--- src/rtl/traffic_ctrl_gen_if.sv ---
// Signal bundle between the intersection controller and its environment:
// pedestrian buttons and flash request in, signal heads and monitor outputs back.
interface traffic_ctrl_gen_if;
  logic [1:0] ped_req;
  logic       flash_en;
  logic [1:0] car_light_a;
  logic [1:0] car_light_b;
  logic [1:0] hmn_light_a;
  logic [1:0] hmn_light_b;
  logic [3:0] phase;
  logic [1:0] ped_ack;

  modport master (
    output ped_req,
    output flash_en,
    input  car_light_a,
    input  car_light_b,
    input  hmn_light_a,
    input  hmn_light_b,
    input  phase,
    input  ped_ack
  );

  modport slave (
    input  ped_req,
    input  flash_en,
    output car_light_a,
    output car_light_b,
    output hmn_light_a,
    output hmn_light_b,
    output phase,
    output ped_ack
  );
endinterface

--- src/rtl/traffic_ctrl_gen.sv ---
// Two-approach intersection signal controller with tick prescaler, optional
// left-turn phases, pedestrian actuation and a night-flash mode.
// Lights, phase and ped_ack are decodes of registered state only.
module traffic_ctrl_gen #(
  parameter int TICK_DIV = 1,
  parameter int CNT_W    = 8,
  parameter int T_ALLRED = 1,
  parameter int T_GREEN  = 14,
  parameter int T_BLINK  = 6,
  parameter int T_YELLOW = 2,
  parameter int T_LEFT   = 10,
  parameter int LEFT_EN  = 1,
  parameter int PED_ACT  = 0,
  parameter int START_B  = 0
) (
  input  logic                clk,
  input  logic                rst,
  traffic_ctrl_gen_if.slave   bus
);

  localparam int               PRE_W   = (TICK_DIV > 1) ? $clog2(TICK_DIV) : 1;
  localparam logic [PRE_W-1:0] PRE_MAX = PRE_W'(TICK_DIV - 1);

  localparam logic [3:0] S_RED_A  = 4'd0;
  localparam logic [3:0] S_A_GO   = 4'd1;
  localparam logic [3:0] S_A_CLR  = 4'd2;
  localparam logic [3:0] S_A_YEL  = 4'd3;
  localparam logic [3:0] S_A_LEFT = 4'd4;
  localparam logic [3:0] S_A_LYEL = 4'd5;
  localparam logic [3:0] S_RED_B  = 4'd6;
  localparam logic [3:0] S_B_GO   = 4'd7;
  localparam logic [3:0] S_B_CLR  = 4'd8;
  localparam logic [3:0] S_B_YEL  = 4'd9;
  localparam logic [3:0] S_B_LEFT = 4'd10;
  localparam logic [3:0] S_B_LYEL = 4'd11;
  localparam logic [3:0] S_FLASH  = 4'd12;
  localparam logic [3:0] S_INIT   = (START_B != 0) ? S_RED_B : S_RED_A;

  localparam logic [1:0] CAR_RED   = 2'b00;
  localparam logic [1:0] CAR_GREEN = 2'b01;
  localparam logic [1:0] CAR_YEL   = 2'b10;
  localparam logic [1:0] CAR_LEFT  = 2'b11;
  localparam logic [1:0] HMN_RED   = 2'b00;
  localparam logic [1:0] HMN_WALK  = 2'b01;
  localparam logic [1:0] HMN_BLINK = 2'b10;

  logic [PRE_W-1:0] pre_q, pre_d;
  logic [CNT_W-1:0] cnt_q, cnt_d;
  logic [3:0]       state_q, state_d;
  logic [1:0]       latch_q, latch_d;
  logic [1:0]       served_q, served_d;
  logic [1:0]       ack_q, ack_d;
  logic             tick_s;
  logic             last_s;
  logic             side_s;

  // Final tick-count value of each timed phase (duration minus one).
  function automatic logic [CNT_W-1:0] last_count(input logic [3:0] st);
    case (st)
      S_RED_A, S_RED_B:                     last_count = CNT_W'(T_ALLRED - 1);
      S_A_GO, S_B_GO:                       last_count = CNT_W'(T_GREEN - 1);
      S_A_CLR, S_B_CLR:                     last_count = CNT_W'(T_BLINK - 1);
      S_A_YEL, S_B_YEL, S_A_LYEL, S_B_LYEL: last_count = CNT_W'(T_YELLOW - 1);
      S_A_LEFT, S_B_LEFT:                   last_count = CNT_W'(T_LEFT - 1);
      default:                              last_count = {CNT_W{1'b0}};
    endcase
  endfunction

  // Successor of a non-red, non-flash phase; the yellow after green skips
  // straight to the other red when left arrows are disabled.
  function automatic logic [3:0] seq_next(input logic [3:0] st);
    case (st)
      S_A_GO:   seq_next = S_A_CLR;
      S_A_CLR:  seq_next = S_A_YEL;
      S_A_YEL:  seq_next = (LEFT_EN != 0) ? S_A_LEFT : S_RED_B;
      S_A_LEFT: seq_next = S_A_LYEL;
      S_A_LYEL: seq_next = S_RED_B;
      S_B_GO:   seq_next = S_B_CLR;
      S_B_CLR:  seq_next = S_B_YEL;
      S_B_YEL:  seq_next = (LEFT_EN != 0) ? S_B_LEFT : S_RED_A;
      S_B_LEFT: seq_next = S_B_LYEL;
      S_B_LYEL: seq_next = S_RED_A;
      default:  seq_next = S_RED_A;
    endcase
  endfunction

  // Free-running prescaler producing one timing tick every TICK_DIV cycles.
  always_comb begin
    tick_s = (pre_q == PRE_MAX);
    if (tick_s) begin
      pre_d = {PRE_W{1'b0}};
    end else begin
      pre_d = pre_q + PRE_W'(1);
    end
  end

  // Phase sequencing, flash entry/exit and pedestrian latch/service decisions.
  always_comb begin
    state_d  = state_q;
    cnt_d    = cnt_q;
    served_d = served_q;
    ack_d    = 2'b00;
    side_s   = (state_q == S_RED_B);
    last_s   = (cnt_q == last_count(state_q));
    if (PED_ACT != 0) begin
      latch_d = latch_q | bus.ped_req;
    end else begin
      latch_d = 2'b00;
    end

    if (!tick_s) begin
      state_d = state_q;
    end else if (state_q == S_FLASH) begin
      // FLASH counts ticks for the yellow/red alternation until released.
      if (bus.flash_en) begin
        cnt_d = cnt_q + CNT_W'(1);
      end else begin
        state_d = S_RED_A;
        cnt_d   = {CNT_W{1'b0}};
      end
    end else if (!last_s) begin
      cnt_d = cnt_q + CNT_W'(1);
    end else begin
      cnt_d = {CNT_W{1'b0}};
      if ((state_q == S_RED_A) || (state_q == S_RED_B)) begin
        if (bus.flash_en) begin
          state_d = S_FLASH;
        end else begin
          state_d = state_q + 4'd1;
          if (PED_ACT != 0) begin
            // A request in this very cycle counts and is consumed, not re-latched.
            served_d[side_s] = latch_q[side_s] | bus.ped_req[side_s];
            ack_d[side_s]    = latch_q[side_s] | bus.ped_req[side_s];
            latch_d[side_s]  = 1'b0;
          end else begin
            served_d[side_s] = 1'b1;
          end
        end
      end else begin
        state_d = seq_next(state_q);
      end
    end
  end

  // State registers with synchronous active-high reset.
  always_ff @(posedge clk) begin
    if (rst) begin
      pre_q    <= {PRE_W{1'b0}};
      cnt_q    <= {CNT_W{1'b0}};
      state_q  <= S_INIT;
      latch_q  <= 2'b00;
      served_q <= 2'b00;
      ack_q    <= 2'b00;
    end else begin
      pre_q    <= pre_d;
      cnt_q    <= cnt_d;
      state_q  <= state_d;
      latch_q  <= latch_d;
      served_q <= served_d;
      ack_q    <= ack_d;
    end
  end

  // Decode signal heads, phase and acknowledge from registered state.
  always_comb begin
    bus.car_light_a = CAR_RED;
    bus.car_light_b = CAR_RED;
    bus.hmn_light_a = HMN_RED;
    bus.hmn_light_b = HMN_RED;
    bus.phase       = state_q;
    bus.ped_ack     = ack_q;
    case (state_q)
      S_A_GO: begin
        bus.car_light_a = CAR_GREEN;
        bus.hmn_light_a = served_q[0] ? HMN_WALK : HMN_RED;
      end
      S_A_CLR: begin
        bus.car_light_a = CAR_GREEN;
        bus.hmn_light_a = served_q[0] ? HMN_BLINK : HMN_RED;
      end
      S_A_YEL, S_A_LYEL: bus.car_light_a = CAR_YEL;
      S_A_LEFT:          bus.car_light_a = CAR_LEFT;
      S_B_GO: begin
        bus.car_light_b = CAR_GREEN;
        bus.hmn_light_b = served_q[1] ? HMN_WALK : HMN_RED;
      end
      S_B_CLR: begin
        bus.car_light_b = CAR_GREEN;
        bus.hmn_light_b = served_q[1] ? HMN_BLINK : HMN_RED;
      end
      S_B_YEL, S_B_LYEL: bus.car_light_b = CAR_YEL;
      S_B_LEFT:          bus.car_light_b = CAR_LEFT;
      S_FLASH: begin
        bus.car_light_a = cnt_q[0] ? CAR_RED : CAR_YEL;
        bus.car_light_b = cnt_q[0] ? CAR_RED : CAR_YEL;
      end
      default: bus.phase = state_q;
    endcase
  end

endmodule

--- src/flat_wrapper.sv ---
// flat-port wrapper written by rule: the top's interface ports become plain ports
module traffic_ctrl_gen_flat 
#(
  parameter int TICK_DIV = 1,
  parameter int CNT_W    = 8,
  parameter int T_ALLRED = 1,
  parameter int T_GREEN  = 14,
  parameter int T_BLINK  = 6,
  parameter int T_YELLOW = 2,
  parameter int T_LEFT   = 10,
  parameter int LEFT_EN  = 1,
  parameter int PED_ACT  = 0,
  parameter int START_B  = 0
)
  (clk, rst, bus_ped_req, bus_flash_en, bus_car_light_a, bus_car_light_b, bus_hmn_light_a, bus_hmn_light_b, bus_phase, bus_ped_ack);
  traffic_ctrl_gen_if bus_i ();
  input  logic clk;
  input  logic rst;
  input wire logic [$bits(bus_i.ped_req)-1:0] bus_ped_req;
  input wire logic [$bits(bus_i.flash_en)-1:0] bus_flash_en;
  output wire logic [$bits(bus_i.car_light_a)-1:0] bus_car_light_a;
  output wire logic [$bits(bus_i.car_light_b)-1:0] bus_car_light_b;
  output wire logic [$bits(bus_i.hmn_light_a)-1:0] bus_hmn_light_a;
  output wire logic [$bits(bus_i.hmn_light_b)-1:0] bus_hmn_light_b;
  output wire logic [$bits(bus_i.phase)-1:0] bus_phase;
  output wire logic [$bits(bus_i.ped_ack)-1:0] bus_ped_ack;
  assign bus_i.ped_req = bus_ped_req;
  assign bus_i.flash_en = bus_flash_en;
  assign bus_car_light_a = bus_i.car_light_a;
  assign bus_car_light_b = bus_i.car_light_b;
  assign bus_hmn_light_a = bus_i.hmn_light_a;
  assign bus_hmn_light_b = bus_i.hmn_light_b;
  assign bus_phase = bus_i.phase;
  assign bus_ped_ack = bus_i.ped_ack;
  traffic_ctrl_gen #(.TICK_DIV(TICK_DIV), .CNT_W(CNT_W), .T_ALLRED(T_ALLRED), .T_GREEN(T_GREEN), .T_BLINK(T_BLINK), .T_YELLOW(T_YELLOW), .T_LEFT(T_LEFT), .LEFT_EN(LEFT_EN), .PED_ACT(PED_ACT), .START_B(START_B)) u_core (.clk(clk), .rst(rst), .bus(bus_i));
endmodule
--- config.mk ---
export PLATFORM = sky130hd
export DESIGN_NAME = traffic_ctrl_gen_flat
export DESIGN_NICKNAME = d
export VERILOG_FILES = /design/src/rtl/traffic_ctrl_gen_if.sv /design/src/rtl/traffic_ctrl_gen.sv /design/src/flat_wrapper.sv
export SDC_FILE = /design/constraint.sdc
export NUM_CORES = 1
export LEC_CHECK = 0
export BUFFER_PORTS_ARGS = -buffer_cell sky130_fd_sc_hd__buf_4
export CORE_ASPECT_RATIO = 0.5
export CORE_MARGIN = 2
export CORE_UTILIZATION = 30
export CTS_CLUSTER_DIAMETER = 50
export DETAILED_ROUTE_END_ITERATION = 6
export GPL_TIMING_DRIVEN = 0
export PLACE_DENSITY = 0.52
export SLEW_MARGIN = 20
export SYNTH_ARGS = -nofsm -noshare
export SYNTH_HDL_FRONTEND = slang
export SYNTH_SLANG_ARGS = --single-unit
--- constraint.sdc ---
create_clock -name clk -period 4.46 [get_ports clk]
set_clock_uncertainty 0.05 [all_clocks]
set_input_delay 0 -clock clk [delete_from_list [all_inputs] [get_ports clk]]
set_output_delay 0 -clock clk [all_outputs]
set_load 0.005 [all_outputs]
Word level (Yosys, flattened, before mapping) --
Memories as Yosys holds them, arrays and structs flattened. A register that Yosys moved wholly into a read port is not among the register bits. Cells that the tools add are included.
Cells by class: $add $sub $neg 3, magnitude comparators 2, eq/ne operators 14, muxes and demuxes 23, bitwise gates (word level) 4, reductions and logical operators 11
Operators with widths (number):
- $mux W4 | 9
- $mux W8 | 3
- $eq A4 B4 Y1 const B | 5
- $eq A4 B3 Y1 const B | 4
- $pmux W2 S4 | 2
- $reduce_or A2 Y1 | 5
- $add A8 B1 Y8 const B | 1
- $eq A4 B2 Y1 const B | 2
- $eq A8 B8 Y1 | 1
- $pmux W2 S2 | 2
- $mux W2 | 3
- $reduce_and A5 Y1 | 1
- $add A4 B1 Y4 const B | 1
- $eq A4 B1 Y1 const B | 1
- $logic_not A4 Y1 | 1
- $mux W1 | 3
- $not A1 Y1 | 3
- $reduce_and A3 Y1 | 1
- $lt A1 B2 Y1 const B | 1
- $ne A2 B2 Y1 const B | 1
- $or A2 B2 Y2 | 1
- $reduce_bool A2 Y1 | 1
- $add A1 B1 Y1 const B | 1
- $demux W1 S1 | 1
- other kinds (3) | 3
Storage, ports and cells: bits in registers 15, bits in read-only memories 112, output and inout bits 14, logic and storage cells 63, memories kept 2
Memories:
- (name not given) | depth 16, bits a word 4, rd ports 1, clocked after Yosys merged registers in 1, write ports 0, line traffic_ctrl_gen.sv:72 | case (st)
- (name not given) | depth 16, bits a word 3, rd ports 1, clocked after Yosys merged registers in 1, write ports 0, line traffic_ctrl_gen.sv:59 | case (st)

Longest topological paths before layout --
depth after elaboration 7, depth in mapped cells 12

Worst setup path after synthesis --
No wires, ideal clock.
path type reg2reg, from register u_core.state_q[0], in the netlist u_core.bus.phase[0], to register (tool-made name), library setup time 118 ps, data arrival time 2508 ps, data required time 4292 ps, path slack 1784 ps, stages on the path, launching flop included 13, cells stage by stage dfxtp_1 -> inv_1 -> ha_1 -> buf_2 -> nand3_1 -> nand4_2 -> nor2_1 -> mux2_2 -> nor2_1 -> inv_1 -> ha_1 -> mux2i_1 -> o21ai_1
RTL lines:
- start: declaration | line traffic_ctrl_gen.sv:49 | logic [3:0] state_q, state_d;
- start signal: assignment | line traffic_ctrl_gen.sv:157 | state_q <= state_d;

==> key figures <==
Timing
  • Max Slew Vio Count: 0
  • Fin. Hold Viols: 0
  • Max-slew headroom: 65.64%
  • Slew @ Worst Pin: 511.4 ps
  • Final Cycle Share: 72.18%
  • Setup-failing EPs final: 0
  • Max Freq: 0.3106 GHz
  • Post-route setup TNS: 0 ps
  • RSZ-0062 raised after global routing: no
  • Final Critical Period: 3219 ps

Floorplanning
  • Core area: between 4000 and 5000 µm²
  • Die width: 99.53 µm
  • Die Y: 51.77 µm
  • Cell row count: 17
  • # IOs: 19
  • Starting Density: 31.09%
  • Die footprint: 5152 µm²

Pwr
  • Switching part of the total power: 39.46%
  • Clock power frac: about 18%
  • Pwr/cell area: 519.6 nW/µm²
  • Leak: about 0.63 nW
  • Seq pwr share: 33.1%
  • Maximum vdd drop: 141.8 µV
  • Combinational power share: 49.2%
  • Final total power: 831.5 µW
  • Sw Pwr: 328.1 µW
  • P_int: 503.4 µW

Worst setup path
  • Crit path max fanout: 9
  • Worst r2r src: u_core.bus.phase[0]
  • Critical path endpoint category: flip-flop
  • Worst path top cell family by delay: simple AND/OR/NAND/NOR gates
  • Crit start category: flip-flop
  • Origin of the worst setup path: u_core.bus.phase[0]
  • Cell chain of the critical path: inv_1, ha_1, buf_2, nand3_1, nand4_2, nor2_1, mux2_2, nor2_1, inv_1, ha_1, mux2i_1, o21ai_1
  • Worst path arrival time: 3330 ps
  • Critical path buffers and inverters: 3
  • Largest stage delay, worst path: 460 ps
  • WS Path Type: flip-flop to flip-flop
  • CP Data Required Time: about 4600 ps
  • Critical-path top delay cell: dfxtp_1

Synthesis
  • Sequential area share after synthesis: 32.18%
  • Synth Area in Simple Gates: 22.67%
  • Largest family of logic cells by synthesized area: simple AND/OR/NAND/NOR gates
  • Synth Register Bits: 22
  • Mapped cell area: 1369 µm²
  • Ys Warns: 0
  • Post-Syn Instances: 156
  • Mean Syn Cell Area: 8.774 µm²
  • Post-synth ARST share: 0%
  • Synth Area in XOR/XNOR: 6.399%
  • Mux cell area share after synthesis: 6.124%
  • Number of enable flip-flop cells after synthesis: 0
  • Complex-gate fraction of the synthesized area: 16.36%
  • Synth unique cells: 50
  • Predominant post-synthesis flop cell: dfxtp_1
  • Post-synthesis adder-cell area fraction: 10.05%

Global route
  • Remaining Overflow, GRT: 0
  • Vias in the first global route: 1028
  • Antenna violations before repair: 0
  • Global-route wire length before repair: 5.030 mm
  • Largest net degree at the start of global routing: 13
  • GRT Resource Usage Total: around 13%

Finish
  • Share of layout cells above drive strength 1: a little over 20%
  • Layout fillers: 460
  • N_diodes: 0
  • Non-Filler Instances: roughly 230
  • Layout Nets: ~190
  • Area growth syn-to-layout: 16.91%

Clock network
  • Root buffer cell: clkbuf_8
  • Clock sink count: 22
  • Clock transition at path regs: 80 ps
  • Post-CTS setup buffer count: 0
  • Insertion delay to the later sink of the worst-skew pair: 270 ps
  • H-tree Lvls: 1
  • # hold bufs at CTS: 0
  • Longest Clk Path Bufs: 2
  • CTS Buf Count: 3
  • CTS resizes: 0
  • CTS tree: done

Routing
  • Via count: between 1000 and 1500
  • Final wirelength: 2.912 mm
  • Drt wl/cell: ~13 µm
  • DR pass1 iterations: 4
  • DR iter-0 viols: 36
  • Residual DRC: 0
  • Routed vias/inst: roughly 4.8
  • Routed Antenna Nets: 0

Placed design
  • Dpl cells: about 230
  • Port buffer count: 13
  • GPL Wtd Cong: 0.8591
  • Detailed Place HPWL: ~2.2 mm

Flow run
  • # Max-Cap Violations: 0

Worst hold path
  • Worst Hold Class: primary input to flip-flop
  • HP Start: bus_flash_en

Outcome
  • Status: completed
[through the flow]
stage	area (µm²)	hold WS, ps	setup WS [ps]	util [%]
after floorplan	1376	184.2	1784	-
after global placement	1545	359.0	1306	35.10
after detailed placement	1545	361.7	1275	35.10
after CTS	1600	75.35	1250	36.35
after global routing	1600	81.77	934.4	36.35
final	1600	78.42	1241	36.35
[power groups by stage]
stage	sequential (mW)	combinational, mW	clock, mW
after floorplan	0.269	0.308	0
after global placement	0.278	0.407	0
after detailed placement	0.280	0.408	0
after CTS	0.275	0.410	0.150
after global routing	0.281	0.462	0.160
final	0.275	0.409	0.148
[path summary, 6_finish.rpt]
path | slack (ps) | cells after the start | endpoint
max | 1240 | 12 | flip-flop
min | 80 | 4 | u_core.served_q[0]
max reg2reg | 1240 | 12 | flip-flop
min reg2reg | 410 | 2 | u_core.served_q[0]
[synthesized netlist by cell type (2+ instances only)]
library cell,n,area [µm²]
a21oi_1,6,30.03
a22o_1,2,17.52
and2b_1,2,15.01
and3_1,3,18.77
buf_2,2,10.01
buf_4,2,15.01
clkbuf_1,2,7.510
dfxtp_1,22,440.4
ha_1,11,137.6
inv_1,7,26.28
inv_2,2,7.510
mux2_2,3,33.78
mux2i_1,5,50.05
nand2_1,8,30.03
nand2b_1,3,18.77
nand3_1,8,40.04
nor2_1,20,75.07
o211ai_1,3,22.52
o21ai_0,3,15.01
o21ai_1,4,20.02
xnor2_1,6,52.55
xor2_1,4,35.03
[tightest hold or removal path, delay by kind of cell]
kind                   cells  cell delay, ps
and+or+nand+nor            2             180
buffers and inverters      1             110
AOI/OAI and AO/OA          1              60
[metal layers]
layer  track usage, %  up-vias  wire length, µm
li1                 -      574                -
met1            17.11      504             1541
met2            19.59       23             1234
met3            3.763        2              117
met4            2.740        0               19
met5                0        -                0
[cell usage in the layout, fill, tap and decap left out, drive strengths merged, types with 3 or more instances in the layout]
cell type | Yosys | routed
conb | 1 | 3
xor2 | 4 | 4
mux2 | 3 | 3
nand2 | 9 | 9
mux2i | 5 | 5
a21oi | 6 | 6
nand3 | 8 | 8
clkbuf | 2 | 6
buf | 6 | 19
nor2 | 20 | 20
inv | 9 | 9
o21ai | 8 | 8
xnor2 | 6 | 6
nand2b | 3 | 3
o211ai | 3 | 3
ha | 11 | 11
dfxtp | 22 | 22
and3 | 3 | 3
[cell families after synthesis]
| logic type | count (synthesis) |
|---|---|
| flip-flops | 22 |
| other | 1 |
| adder cells (fa/ha/maj) | 11 |
| buffers and inverters | 17 |
| XOR/XNOR | 10 |
| multiplexers | 8 |
| AO/OA/AOI/OAI | 30 |
| AND/OR/NAND/NOR | 57 |
[cell type report]
cell class | instances | area (µm²) | share of cell area, %
Clock buffer | 4 | 55.05 | 3.440
Buffer | 8 | 47.55 | 2.971
Timing Repair Buffer | 13 | 97.59 | 6.099
Sequential cell | 22 | 440.4 | 27.52
Inverter | 9 | 33.78 | 2.111
Tap cell | 57 | 71.32 | 4.457
Multi-Input combinational cell | 119 | 854.6 | 53.40
Power figures use the tool's default switching activity.
